[config.mk]
export PLATFORM = sky130hd
export DESIGN_NAME = mp_add_seq_flat
export DESIGN_NICKNAME = d
export VERILOG_FILES = /design/src/rtl/alu_pkg.sv /design/src/rtl/mp_add_seq_if.sv /design/src/rtl/n_bit_adder.sv /design/src/rtl/mp_add_seq.sv /design/src/flat_wrapper.sv
export SDC_FILE = /design/constraint.sdc
export NUM_CORES = 1
export LEC_CHECK = 0
export CAP_MARGIN = 15
export CORE_MARGIN = 2
export CORE_UTILIZATION = 44
export CTS_CLUSTER_DIAMETER = 100
export CTS_CLUSTER_SIZE = 16
export DETAILED_ROUTE_END_ITERATION = 16
export GPL_ROUTABILITY_DRIVEN = 0
export PLACE_DENSITY = 0.73
export SYNTH_ARGS = -nofsm -noshare
export SYNTH_HDL_FRONTEND = slang
export SYNTH_SLANG_ARGS = --single-unit
[constraint.sdc]
create_clock -name clk -period 2.65 [get_ports clk]
set_input_delay 0.53 -clock clk [delete_from_list [all_inputs] [get_ports clk]]
set_output_delay 0.53 -clock clk [all_outputs]
set_load 0.02 [all_outputs]
[src/rtl/alu_pkg.sv]
// Shared ALU definitions: sequencer FSM encodings and the op codes the decoder
// uses to drive the add/subtract select.
package alu_pkg;

  typedef enum logic [1:0] {
    ST_IDLE = 2'd0,
    ST_RUN  = 2'd1,
    ST_DONE = 2'd2
  } seq_state_e;

  typedef enum logic {
    OP_ADD = 1'b0,
    OP_SUB = 1'b1
  } alu_op_e;

  // Decoder helper: subtract select for a given op code
  function automatic logic op_is_sub(input alu_op_e op);
    return op == OP_SUB;
  endfunction

endpackage

[src/rtl/mp_add_seq_if.sv]
// Operand request / result response handshake bundle for mp_add_seq.
interface mp_add_seq_if #(
  parameter int unsigned OPW = 16
);
  logic           in_valid;
  logic           in_ready;
  logic [OPW-1:0] in_a;
  logic [OPW-1:0] in_b;
  logic           in_cin;
  logic           in_sub;
  logic           out_valid;
  logic           out_ready;
  logic [OPW-1:0] out_sum;
  logic           out_cout;
  logic           out_ov_sgn;

  modport master (
    output in_valid, in_a, in_b, in_cin, in_sub, out_ready,
    input  in_ready, out_valid, out_sum, out_cout, out_ov_sgn
  );

  modport slave (
    input  in_valid, in_a, in_b, in_cin, in_sub, out_ready,
    output in_ready, out_valid, out_sum, out_cout, out_ov_sgn
  );
endinterface

[src/rtl/n_bit_adder.sv]
// Combinational WIDTH-bit adder with carry-in and two's-complement overflow flag.
module n_bit_adder #(
  parameter int unsigned WIDTH = 5
) (
  input  logic [WIDTH-1:0] a,
  input  logic [WIDTH-1:0] b,
  input  logic             cin,
  output logic [WIDTH-1:0] sum,
  output logic             ov_sgn
);

  assign sum    = a + b + WIDTH'(cin);
  assign ov_sgn = (a[WIDTH-1] == b[WIDTH-1]) && (sum[WIDTH-1] != a[WIDTH-1]);

endmodule

[src/rtl/mp_add_seq.sv]
// Multi-precision add/subtract sequencer: one WIDTH-bit chunk per clock, LSB first,
// carry rippled through a register between chunks.
module mp_add_seq
  import alu_pkg::*;
#(
  parameter int unsigned WIDTH  = 4,
  parameter int unsigned CHUNKS = 4
) (
  input logic         clk,
  input logic         rst_n,
  mp_add_seq_if.slave bus
);

  localparam int unsigned OPW = WIDTH * CHUNKS;
  localparam int unsigned IW  = (CHUNKS > 1) ? $clog2(CHUNKS) : 1;

  seq_state_e      state_q, state_d;
  logic [IW-1:0]   idx_q, idx_d;
  logic            carry_q, carry_d;
  logic [OPW-1:0]  a_q, a_d;
  logic [OPW-1:0]  b_q, b_d;
  logic [OPW-1:0]  res_q, res_d;
  logic            cout_q, cout_d;
  logic            ov_q, ov_d;
  logic            valid_q, valid_d;

  logic [WIDTH-1:0] a_chunk;
  logic [WIDTH-1:0] b_chunk;
  logic [WIDTH:0]   add_sum;
  logic             adder_ov_unused;
  logic             last_chunk;

  assign a_chunk    = a_q[idx_q*WIDTH +: WIDTH];
  assign b_chunk    = b_q[idx_q*WIDTH +: WIDTH];
  assign last_chunk = (idx_q == IW'(CHUNKS - 1));

  // Extra adder bit turns the chunk carry-out into the sum MSB
  n_bit_adder #(.WIDTH(WIDTH + 1)) u_adder (
    .a      ({1'b0, a_chunk}),
    .b      ({1'b0, b_chunk}),
    .cin    (carry_q),
    .sum    (add_sum),
    .ov_sgn (adder_ov_unused)
  );

  always_ff @(posedge clk or negedge rst_n) begin
    if (!rst_n) begin
      state_q <= ST_IDLE;
      idx_q   <= '0;
      carry_q <= 1'b0;
      a_q     <= '0;
      b_q     <= '0;
      res_q   <= '0;
      cout_q  <= 1'b0;
      ov_q    <= 1'b0;
      valid_q <= 1'b0;
    end else begin
      state_q <= state_d;
      idx_q   <= idx_d;
      carry_q <= carry_d;
      a_q     <= a_d;
      b_q     <= b_d;
      res_q   <= res_d;
      cout_q  <= cout_d;
      ov_q    <= ov_d;
      valid_q <= valid_d;
    end
  end

  always_comb begin
    state_d = state_q;
    idx_d   = idx_q;
    carry_d = carry_q;
    a_d     = a_q;
    b_d     = b_q;
    res_d   = res_q;
    cout_d  = cout_q;
    ov_d    = ov_q;
    valid_d = valid_q;

    case (state_q)
      ST_IDLE: begin
        if (bus.in_valid) begin
          // Subtraction is A + ~B + 1; the +1 enters as the initial carry
          a_d     = bus.in_a;
          b_d     = bus.in_sub ? ~bus.in_b : bus.in_b;
          carry_d = bus.in_sub | bus.in_cin;
          idx_d   = '0;
          state_d = ST_RUN;
        end
      end
      ST_RUN: begin
        res_d[idx_q*WIDTH +: WIDTH] = add_sum[WIDTH-1:0];
        carry_d = add_sum[WIDTH];
        if (last_chunk) begin
          cout_d  = add_sum[WIDTH];
          ov_d    = (a_q[OPW-1] == b_q[OPW-1]) && (add_sum[WIDTH-1] != a_q[OPW-1]);
          valid_d = 1'b1;
          state_d = ST_DONE;
        end else begin
          idx_d = idx_q + IW'(1);
        end
      end
      ST_DONE: begin
        if (bus.out_ready) begin
          valid_d = 1'b0;
          state_d = ST_IDLE;
        end
      end
      default: begin
        valid_d = 1'b0;
        idx_d   = '0;
        state_d = ST_IDLE;
      end
    endcase
  end

  assign bus.in_ready   = rst_n & (state_q == ST_IDLE);
  assign bus.out_valid  = valid_q;
  assign bus.out_sum    = res_q;
  assign bus.out_cout   = cout_q;
  assign bus.out_ov_sgn = ov_q;

endmodule
[src/flat_wrapper.sv]
// flat-port wrapper written by rule: the top's interface ports become plain ports
module mp_add_seq_flat import alu_pkg::*;
#(
  parameter int unsigned WIDTH  = 4,
  parameter int unsigned CHUNKS = 4
)
  (clk, rst_n, bus_in_valid, bus_in_a, bus_in_b, bus_in_cin, bus_in_sub, bus_out_ready, bus_in_ready, bus_out_valid, bus_out_sum, bus_out_cout, bus_out_ov_sgn);
  mp_add_seq_if bus_i ();
  input logic clk;
  input logic rst_n;
  input wire logic [$bits(bus_i.in_valid)-1:0] bus_in_valid;
  input wire logic [$bits(bus_i.in_a)-1:0] bus_in_a;
  input wire logic [$bits(bus_i.in_b)-1:0] bus_in_b;
  input wire logic [$bits(bus_i.in_cin)-1:0] bus_in_cin;
  input wire logic [$bits(bus_i.in_sub)-1:0] bus_in_sub;
  input wire logic [$bits(bus_i.out_ready)-1:0] bus_out_ready;
  output wire logic [$bits(bus_i.in_ready)-1:0] bus_in_ready;
  output wire logic [$bits(bus_i.out_valid)-1:0] bus_out_valid;
  output wire logic [$bits(bus_i.out_sum)-1:0] bus_out_sum;
  output wire logic [$bits(bus_i.out_cout)-1:0] bus_out_cout;
  output wire logic [$bits(bus_i.out_ov_sgn)-1:0] bus_out_ov_sgn;
  assign bus_i.in_valid = bus_in_valid;
  assign bus_i.in_a = bus_in_a;
  assign bus_i.in_b = bus_in_b;
  assign bus_i.in_cin = bus_in_cin;
  assign bus_i.in_sub = bus_in_sub;
  assign bus_i.out_ready = bus_out_ready;
  assign bus_in_ready = bus_i.in_ready;
  assign bus_out_valid = bus_i.out_valid;
  assign bus_out_sum = bus_i.out_sum;
  assign bus_out_cout = bus_i.out_cout;
  assign bus_out_ov_sgn = bus_i.out_ov_sgn;
  mp_add_seq #(.WIDTH(WIDTH), .CHUNKS(CHUNKS)) u_core (.clk(clk), .rst_n(rst_n), .bus(bus_i));
endmodule
Word-level counts from Yosys, hierarchy flattened. Index checks and enable logic that the tools add are counted.

Register bits: 56. Input port bits: 38. Word-level logic and storage cells: 54.

Add/subtract/negate cells: 4. Eq/ne operators: 9. Shift-type cells: 4. Mux-type cells: 14. Bitwise gates (word level): 5. Reduce and logical (&&, ||, !) cells: 9.

Operators by type and width (number): $neg A4 Y34 (1); $shift A4 B34 Y16 const A (1); $shiftx A4 B34 Y16 (1); $shiftx A16 B5 Y4 (2); $bwmux W16 (1); $mux W16 (1); $not A16 Y16 (1); $pmux W2 S3 (2); $mux W2 (5); $reduce_and A3 Y1 (3); $ne A2 B2 Y1 const B (3); $reduce_and A2 Y1 (3); $add A4 B4 Y5 (1); $add A5 B1 Y5 (1); $eq A2 B2 Y1 const B (2); $mux W1 (3); $pmux W1 S3 (1); $add A2 B1 Y2 const B (1); $eq A2 B1 Y1 const B (1); $logic_not A2 Y1 (1); $ne A2 B1 Y1 const B (1); $not A1 Y1 (2); $pmux W1 S2 (1); $reduce_bool A2 Y1 (1); 5 further kinds (5).

Logic depth before layout (Yosys ltp). Gate-level depths: netlist (run 1).

Depth after elaboration: 5. Depth in mapped cells: 8.

Hierarchy. From an unflattened synthesis (run 1), not the netlist that was laid out.

Cells, all modules: 237. Area total of the unflattened synthesis: 2876.5 um2.

By module, submodules not included: mp_add_seq (instances 1, cells an instance 216, area an instance 2695.1 um2, sequential area each 1401.3 um2); n_bit_adder (instances 1, cells an instance 21, area an instance 181.4 um2, sequential area each 0.0 um2).

Worst setup path after synthesis (run 1). No wires, ideal clock.

Path kind: reg2reg. From: reg u_core.idx_q[0]. To: reg u_core.res_q[14], in the netlist u_core.bus.out_sum[14]. Data arrival time: 2.597 ns. Data required time: 2.529 ns. Slack: -0.068 ns. Cell stages (with the launch flop): 8. Path buffers: 1. Period minus slack after synthesis: 2.718 ns. Cells stage by stage: dfrtp_1 -> buf_2 -> mux4_2 -> fa_1 -> fa_1 -> xnor2_1 -> inv_1 -> a22o_1.

Cells in the longest elaborated chain, start to end: 5.

RTL lines: from (decl) (RTL line mp_add_seq.sv:18) `logic [IW-1:0] idx_q, idx_d;`; from (signal assigned) (RTL line mp_add_seq.sv:59) `idx_q <= idx_d;`; $shiftx A16 B5 Y4 (on tied branches) (RTL line mp_add_seq.sv:33, mp_add_seq.sv:34); $add A4 B4 Y5 (RTL line n_bit_adder.sv:12) `assign sum = a + b + WIDTH'(cin);`; $add A5 B1 Y5 (RTL line n_bit_adder.sv:12); $shiftx A4 B34 Y16 (RTL line mp_add_seq.sv:93) `res_d[idx_q*WIDTH +: WIDTH] = add_sum[WIDTH-1:0];`; $bwmux W16 * (RTL line mp_add_seq.sv:93); to (signal assigned) (RTL line mp_add_seq.sv:63) `res_q <= res_d;`; to (decl) (RTL line mp_add_seq.sv:22) `logic [OPW-1:0] res_q, res_d;`.

Mark *: on every way between the ends. The rest lies on a longest branch, timed or not. A chain may end at the register's enable or synchronous reset.

Final worst setup path (run 1). Same ends and word-level chain as after synthesis.

==> load_flow_metrics.sql, run 1 <==
INSERT INTO impl_metrics (metric_group, metric, value, unit) VALUES
('yosys', 'postSynthNetCount', '271', ''),
('place', 'port_buffers', '57', ''),
('worst_setup_path', 'timing.rr.start', 'u_core.idx_q[0]', ''),
('route', 'vias_per_cell', '5.23', ''),
('worst_setup_path', 'reg_to_reg_end', 'u_core.bus.out_sum[14]', ''),
('worst_setup_path', 'r2r_setup_slk', '0.11', 'ns'),
('job', 'maxCapViolations', '0', ''),
('worst_setup_path', 'timing.critical_path.to_type', 'flip-flop', ''),
('route', 'post-route-drc-count', '0', ''),
('cts', 'clock_tree.buffer_depth', '2', ''),
('sta', 'period_needed', '2.54', 'ns'),
('floorplanning', 'die_w', '82.6', 'um'),
('worst_setup_path', 'critPathLaunchType', 'flip-flop', ''),
('grt', 'gr-usage-all-layers', '17.1', '%'),
('floorplanning', 'rows', '28', ''),
('yosys', 'mappedNetlistArea', '0.00272', 'mm^2'),
('sta', 'max_clock_freq', '393', 'MHz'),
('route', 'via_count', '1866', ''),
('power_and_ir_drop', 'vdd_drop_max', '591', 'uV'),
('grt', 'grt_pass1_wl', '8730', 'um'),
('sta', 'worst_max_slew_pin_slew', '0.692', 'ns'),
('yosys', 'postSynthRegisterBits', '56', ''),
('final_layout', 'flow.area_growth_from_synthesis', '27.7', '%'),
('cts', 'cts.clk_slew.worst_paths', '0.10', 'ns'),
('cts', 'clock_tree_from_tritoncts', 'done', ''),
('grt', 'grt-ovfl-total', '0', ''),
('cts', 'clock_tree_root_driver_cell', 'sky130_fd_sc_hd__clkbuf_8', ''),
('final_layout', 'layout-drive-gt1-share', '11.0', '%'),
('route', 'detail-route-antenna-nets', '0', ''),
('cts', 'tritoncts_num_sinks', '56', ''),
('place', 'place_hpwl', '3900', 'um'),
('grt', 'grt_start_max_net_pins', '57', ''),
('floorplanning', 'initial_standard_cell_utilization_of_the_core', '45.6', '%'),
('sta', 'number_of_slew_limit_violations_in_the_final_report', '0', ''),
('power_and_ir_drop', 'p_per_area', '1220', 'mW/mm^2'),
('worst_setup_path', 'cp.arrival', '2.76', 'ns'),
('grt', 'grt_pass1_vias', '1850', ''),
('sta', 'worst_clock_skew', '0.00829', 'ns'),
('final_layout', 'n_antenna_cell', '0', ''),
('sta', 'hold-worst-slack', '0.357', 'ns'),
('sta', 'setup_repair_after_global_routing_missed_its_margin', 'true', ''),
('sta', 'report.final.hold_viol_count', '0', ''),
('cts', 'clock_latency', '0.31', 'ns'),
('yosys', 'synthCells', '222', ''),
('worst_setup_path', 'worst_ep_required_time', '2.86', 'ns'),
('yosys', 'seq_area_frac_synth', '51.6', '%'),
('yosys', 'synth_cell_types', '30', ''),
('route', 'drt_iter0_markers', '95', ''),
('hold_path', 'class_of_the_tightest_hold_or_removal_check', 'in2async', ''),
('power_and_ir_drop', 'static_leakage', '1.41', 'nW'),
('route', 'wire_per_inst', '14.6', 'um'),
('sta', 'setup_viol', '0', ''),
('outcome', 'run_status', 'complete, no violations', ''),
('final_layout', 'final_net_count', '330', ''),
('grt', 'grt_antenna_before_repair', '0', ''),
('sta', 'worst_rel_slew_slack', '53.9', '%'),
('worst_setup_path', 'critPathKind', 'reg2reg', ''),
('final_layout', 'fillers', '530', ''),
('final_layout', 'layout_utilization', '58.3', '%'),
('cts', 'cts_inserted_buffers', '5', ''),
('cts', 'htree_levels', '2', ''),
('worst_setup_path', 'r2r_cells', '6', ''),
('sta', 'finalCritPeriodShare', '96.0', '%'),
('floorplanning', 'fp.dieArea', '0.00682', 'mm^2'),
('floorplanning', 'io_pins', '58', ''),
('route', 'first_pass_iters', '4', ''),
('yosys', 'synth.avg_cell_area', '12.2', 'um^2'),
('cts', 'cts.hold.buffers_added', '0', ''),
('worst_setup_path', 'critPathMaxFanout', '5', ''),
('route', 'drt-total-wl', '5220', 'um'),
('yosys', 'yosysWarnings', '0', ''),
('floorplanning', 'core-area', '0.00596', 'mm^2'),
('floorplanning', 'die_height', '82.6', 'um');
==> cells in the mapped netlist <==
cell type                  number  area, um^2
sky130_fd_sc_hd__a22o_1        15         131
sky130_fd_sc_hd__buf_6          2        22.5
sky130_fd_sc_hd__xnor2_1       17         149
sky130_fd_sc_hd__o21bai_1       1        7.51
sky130_fd_sc_hd__mux2_2         2        22.5
sky130_fd_sc_hd__mux2i_1        1        10.0
sky130_fd_sc_hd__nand2_1       15        56.3
sky130_fd_sc_hd__mux2_1        14         158
sky130_fd_sc_hd__o21ai_1        1        5.00
sky130_fd_sc_hd__o211ai_1       2        15.0
sky130_fd_sc_hd__o21ai_0        4        20.0
sky130_fd_sc_hd__nor4_2         3        37.5
sky130_fd_sc_hd__inv_1          6        22.5
sky130_fd_sc_hd__a21oi_1       22         110
sky130_fd_sc_hd__fa_1           2        40.0
sky130_fd_sc_hd__ha_1           9         113
sky130_fd_sc_hd__nor2_1        22        82.6
sky130_fd_sc_hd__or4_1          1        7.51
sky130_fd_sc_hd__and2b_4        1        10.0
sky130_fd_sc_hd__o31ai_1        2        15.0
sky130_fd_sc_hd__nor3b_4        1        18.8
sky130_fd_sc_hd__dfrtp_1       56        1400
sky130_fd_sc_hd__mux4_2         8         180
sky130_fd_sc_hd__xor2_1         1        8.76
sky130_fd_sc_hd__and3_1         1        6.26
sky130_fd_sc_hd__clkbuf_1       3        11.3
sky130_fd_sc_hd__buf_2          6        30.0
sky130_fd_sc_hd__a41oi_1        1        8.76
sky130_fd_sc_hd__nor3b_1        1        7.51
sky130_fd_sc_hd__nand3_1        2        10.0
==> cell usage in the layout, fill, tap and decap left out, types with 2 or more instances in the layout <==
cell type	synthesis	routed
sky130_fd_sc_hd__a22o_1	15	15
sky130_fd_sc_hd__nor4_2	3	3
sky130_fd_sc_hd__clkdlybuf4s50_1	0	56
sky130_fd_sc_hd__mux2_2	2	2
sky130_fd_sc_hd__fa_1	2	2
sky130_fd_sc_hd__o21ai_0	4	4
sky130_fd_sc_hd__clkbuf_8	0	6
sky130_fd_sc_hd__buf_4	0	5
sky130_fd_sc_hd__mux2_1	14	14
sky130_fd_sc_hd__inv_1	6	6
sky130_fd_sc_hd__nand2_1	15	15
sky130_fd_sc_hd__nor2_1	22	22
sky130_fd_sc_hd__o31ai_1	2	2
sky130_fd_sc_hd__nand3_1	2	2
sky130_fd_sc_hd__xnor2_1	17	17
sky130_fd_sc_hd__o211ai_1	2	2
sky130_fd_sc_hd__mux4_2	8	8
sky130_fd_sc_hd__dfrtp_1	56	55
sky130_fd_sc_hd__ha_1	9	9
sky130_fd_sc_hd__a21oi_1	22	21
==> sequential cells by signal (all words and copies together), names as in the netlist <==
| register | flops |
|---|---|
| u_core.bus.out_ov_sgn | 1 |
| u_core.state_q | 2 |
| u_core.b_q | 16 |
| u_core.bus.out_cout | 1 |
| u_core.bus.out_valid | 1 |
| u_core.a_q | 16 |
| u_core.bus.out_sum | 16 |
| u_core.carry_q | 1 |
| u_core.idx_q | 2 |
==> logic make-up after synthesis <==
| kind of cell | Yosys count | share of synthesized area (%) |
|---|---|---|
| simple gates | 47 | 8.70 |
| xor+xnor | 18 | 5.80 |
| flops | 56 | 51.6 |
| mux | 25 | 13.6 |
| fa+ha+maj | 11 | 5.62 |
| buf+inv | 17 | 3.18 |
| compound gates | 48 | 11.5 |
==> metrics by stage <==
step | total power [W] | setup slack, ns | instance area (um^2) | instances | setup TNS (ns)
after global placement | 0.00368 | 0.104 | 3370 | 349 | 0
final | 0.00424 | 0.105 | 3470 | 357 | 0
after CTS | 0.00426 | 0.0341 | 3460 | 357 | 0
after detailed placement | 0.00376 | 0.0391 | 3370 | 349 | 0
after global routing | 0.00461 | -0.00359 | 3470 | 357 | -0.00438
after floorplan | 0.00303 | 0.0147 | 2720 | 222 | 0
==> layer usage <==
layer | global-route usage (%) | part of all wire (%)
met5 | 0 | 0
met4 | 4.92 | 0.33
met3 | 3.91 | 4.8
met2 | 28.2 | 50
met1 | 22.6 | 45
==> critical path: stages, from the launching register on <==
cell	delay, ns
sky130_fd_sc_hd__dfrtp_2	0.44
sky130_fd_sc_hd__mux4_2	0.53
sky130_fd_sc_hd__fa_1	0.44
sky130_fd_sc_hd__fa_1	0.42
sky130_fd_sc_hd__xnor2_1	0.26
sky130_fd_sc_hd__inv_1	0.12
sky130_fd_sc_hd__a22o_1	0.23
==> layout make-up <==
class / count / area (um^2) / share of cell area (%)
repair buffers: 63 / 623 / 18.0
inverters: 6 / 22.5 / 0.649
clock buffers: 7 / 86.3 / 2.49
clock inverters: 1 / 7.51 / 0.216
multi-input cells: 149 / 1230 / 35.6
well taps: 75 / 93.8 / 2.70
flip-flops and latches: 56 / 1400 / 40.4
==> worst max path at each step <==
stage / cells after the start / slack [ns] / startpoint / end
2_1_floorplan: 7 / 0.01 / u_core.idx_q[0] / u_core.bus.out_sum[14]
3_3_place_gp: 6 / 0.10 / u_core.idx_q[0] / u_core.bus.out_sum[14]
3_5_place_dp: 6 / 0.04 / u_core.idx_q[0] / u_core.bus.out_sum[14]
4_1_cts: 7 / 0.03 / u_core.idx_q[0] / u_core.bus.out_ov_sgn
5_1_grt: 7 / -0.004 / u_core.idx_q[0] / u_core.bus.out_ov_sgn
6_report: 6 / 0.11 / u_core.idx_q[0] / u_core.bus.out_sum[14]
==> repair_timing <==
item	4_1_cts	5_1_grt
setup buffers	0	0
resized for setup	0	2
setup endpoints to repair	0	4
endpoints found under the hold margin	0	0
==> power breakdown <==
part	switching, W	total (W)	internal [W]
sequential	0.000262	0.00148	0.00122
combinational	0.00123	0.00227	0.00104
clock	0.000271	0.000484	0.000213
No activity file was read; power rests on OpenSTA's default activity.
==> run 2: changes to the inputs <==
- PLACE_DENSITY: 0.73 -> 0.78
==> load_flow_metrics.sql, run 2 (synthesized netlist as in run 1, its figures left out) <==
INSERT INTO impl_metrics (metric_group, metric, value, unit) VALUES
('cts', 'clock_tree_root_driver_cell', 'sky130_fd_sc_hd__clkbuf_8', ''),
('cts', 'clock_tree_from_tritoncts', 'done', ''),
('cts', 'postCtsSetupBuffers', '0', ''),
('sta', 'setup_repair_after_global_routing_missed_its_margin', 'false', ''),
('worst_setup_path', 'cp.arrival', '2.72', 'ns'),
('final_layout', 'flow.area_growth_from_synthesis', '27.9', '%'),
('sta', 'max_clock_freq', '397', 'MHz'),
('worst_setup_path', 'critical_path_buf_inv_count', '1', ''),
('final_layout', 'final_net_count', '331', ''),
('worst_setup_path', 'reg_to_reg_end', 'u_core.bus.out_sum[14]', ''),
('cts', 'cts.hold.buffers_added', '0', ''),
('cts', 'cts_inserted_buffers', '5', ''),
('route', 'drt-total-wl', '5220', 'um'),
('worst_setup_path', 'worstPathCellList', 'mux4_2, fa_1, fa_1, xnor2_1, inv_1, a22o_1', ''),
('floorplanning', 'io_pins', '58', ''),
('grt', 'grt_antenna_before_repair', '0', ''),
('floorplanning', 'rows', '28', ''),
('worst_setup_path', 'cp_delay_by_family_top', 'adder cells', ''),
('floorplanning', 'initial_standard_cell_utilization_of_the_core', '45.6', '%'),
('sta', 'setup_viol', '0', ''),
('floorplanning', 'core-area', '0.00596', 'mm^2'),
('cts', 'clock_latency', '0.30', 'ns'),
('worst_setup_path', 'worst_ep_required_time', '2.84', 'ns'),
('sta', 'finalCritPeriodShare', '95.1', '%'),
('worst_setup_path', 'timing.critical_path.to_type', 'flip-flop', ''),
('grt', 'grt_start_max_net_pins', '57', ''),
('worst_setup_path', 'r2r_cells', '6', ''),
('power_and_ir_drop', 'p_per_area', '1220', 'mW/mm^2'),
('outcome', 'run_status', 'complete, no violations', ''),
('route', 'first_pass_iters', '4', ''),
('sta', 'worst_clock_skew', '0.00459', 'ns'),
('place', 'dpl_worst_slack', '0.0861', 'ns'),
('route', 'vias_per_cell', '5.20', ''),
('power_and_ir_drop', 'vdd_drop_max', '643', 'uV'),
('sta', 'number_of_slew_limit_violations_in_the_final_report', '0', ''),
('floorplanning', 'die_w', '82.6', 'um'),
('grt', 'gr-usage-all-layers', '16.8', '%'),
('final_layout', 'final_common_cell', 'sky130_fd_sc_hd__clkdlybuf4s50_1', ''),
('worst_setup_path', 'critPathLaunchType', 'flip-flop', ''),
('sta', 'worst_max_slew_pin_slew', '0.684', 'ns'),
('grt', 'grt_pass1_vias', '1910', ''),
('final_layout', 'layout-drive-gt1-share', '11.0', '%'),
('route', 'post-route-drc-count', '0', ''),
('cts', 'tritoncts_num_sinks', '56', ''),
('grt', 'grt_pass1_wl', '8580', 'um'),
('floorplanning', 'fp.dieArea', '0.00682', 'mm^2'),
('worst_setup_path', 'critical_path_cell_count', '6', ''),
('grt', 'grt-ovfl-total', '0', ''),
('worst_setup_path', 'critical_path.max_stage_delay', '0.52', 'ns'),
('sta', 'fin_setup_tns', '0', 'ns'),
('route', 'via_count', '1857', ''),
('route', 'wire_per_inst', '14.6', 'um'),
('worst_setup_path', 'timing.rr.start', 'u_core.idx_q[0]', ''),
('floorplanning', 'die_height', '82.6', 'um'),
('worst_setup_path', 'cp_slowest_cell', 'sky130_fd_sc_hd__mux4_2', ''),
('final_layout', 'most-common-layout-cells', '56 x sky130_fd_sc_hd__clkdlybuf4s50_1, 55 x sky130_fd_sc_hd__dfrtp_1, 22 x sky130_fd_sc_hd__nor2_1, 22 x sky130_fd_sc_hd__a21oi_1, 17 x sky130_fd_sc_hd__xnor2_1', ''),
('route', 'drt_iter0_markers', '54', ''),
('sta', 'report.final.hold_viol_count', '0', ''),
('power_and_ir_drop', 'static_leakage', '1.42', 'nW'),
('worst_setup_path', 'critPathMaxFanout', '4', ''),
('worst_setup_path', 'r2r_setup_slk', '0.13', 'ns'),
('job', 'maxCapViolations', '0', ''),
('worst_setup_path', 'critPathKind', 'reg2reg', ''),
('sta', 'worst_rel_slew_slack', '54.4', '%'),
('cts', 'clock_tree.buffer_depth', '2', ''),
('power_and_ir_drop', 'design_power_total', '0.00425', 'W'),
('cts', 'htree_levels', '2', ''),
('final_layout', 'n_antenna_cell', '0', ''),
('hold_path', 'class_of_the_tightest_hold_or_removal_check', 'in2async', ''),
('sta', 'final.setup.worst_slack', '0.130', 'ns'),
('route', 'detail-route-antenna-nets', '0', ''),
('place', 'place_hpwl', '4000', 'um'),
('sta', 'period_needed', '2.52', 'ns'),
('place', 'port_buffers', '57', ''),
('worst_setup_path', 'crit_path_frequent_cell', 'sky130_fd_sc_hd__fa_1', ''),
('cts', 'cts.clk_slew.worst_paths', '0.09', 'ns');
-- run 2: cell types whose count changed in the layout (fill, tap and decap cells not counted), sizes merged --
cell,before,now
buf,7,8
clkinvlp,1,0
-- run 2: layout make-up --
| cell class | instances | area [um^2] |
|---|---|---|
| fill | 553 | 2480 |
| multi-input combinational | 149 | 1230 |
| timing repair buffer | 64 | 631 |
| inverter | 6 | 22.5 |
| tap | 75 | 93.8 |
| clock buffer | 7 | 96.3 |
| sequential | 56 | 1400 |
-- run 2: worst max path at each step --
| stage | slack (ns) | to | start |
|---|---|---|---|
| CTS | 0.06 | u_core.bus.out_sum[14] | u_core.idx_q[0] |
| detailed placement | 0.09 | u_core.bus.out_sum[14] | u_core.idx_q[0] |
| floorplan | 0.01 | u_core.bus.out_sum[14] | u_core.idx_q[0] |
| finish | 0.13 | u_core.bus.out_sum[14] | u_core.idx_q[0] |
| global route | 0.03 | u_core.bus.out_sum[14] | u_core.idx_q[0] |
| global placement | 0.17 | u_core.bus.out_sum[14] | u_core.idx_q[0] |
-- run 2: layer usage --
metal  wire length [um]  share of wire, %  GRT usage (%)
met1               2330                45           21.3
met2               2630                50           28.8
met4                 74               1.4           6.23
met3                191               3.7           2.72
met5                  0                 0              0
-- run 2: report_power, final --
part | internal, W | switching [W] | leakage, nW
Sequential | 0.00122 | 0.000256 | 0.677
Clock | 0.000233 | 0.000255 | 0.0503
Combinational | 0.00106 | 0.00123 | 0.695
Total | 0.00252 | 0.00174 | 1.42
-- run 2: repair_timing --
action	in CTS	in global routing
resized for setup	0	1
hold endpoints to repair	0	0
setup endpoints to repair	0	2
-- run 2: stage by stage --
stage                     instances  util, %  hold WS (ns)  area (um^2)
after global placement          350     56.7         0.462         3380
after global routing            357     58.4         0.430         3480
final                           357     58.4         0.363         3480
after floorplan                 222        -         0.234         2720
after detailed placement        350     56.7         0.474         3380
after CTS                       357     58.3         0.384         3470
==> run 3: changes to the inputs <==
- HOLD_SLACK_MARGIN: default -> 0.08
==> results of run 3 <==
Final layout, timing and power as in run 2 (identical DEF).
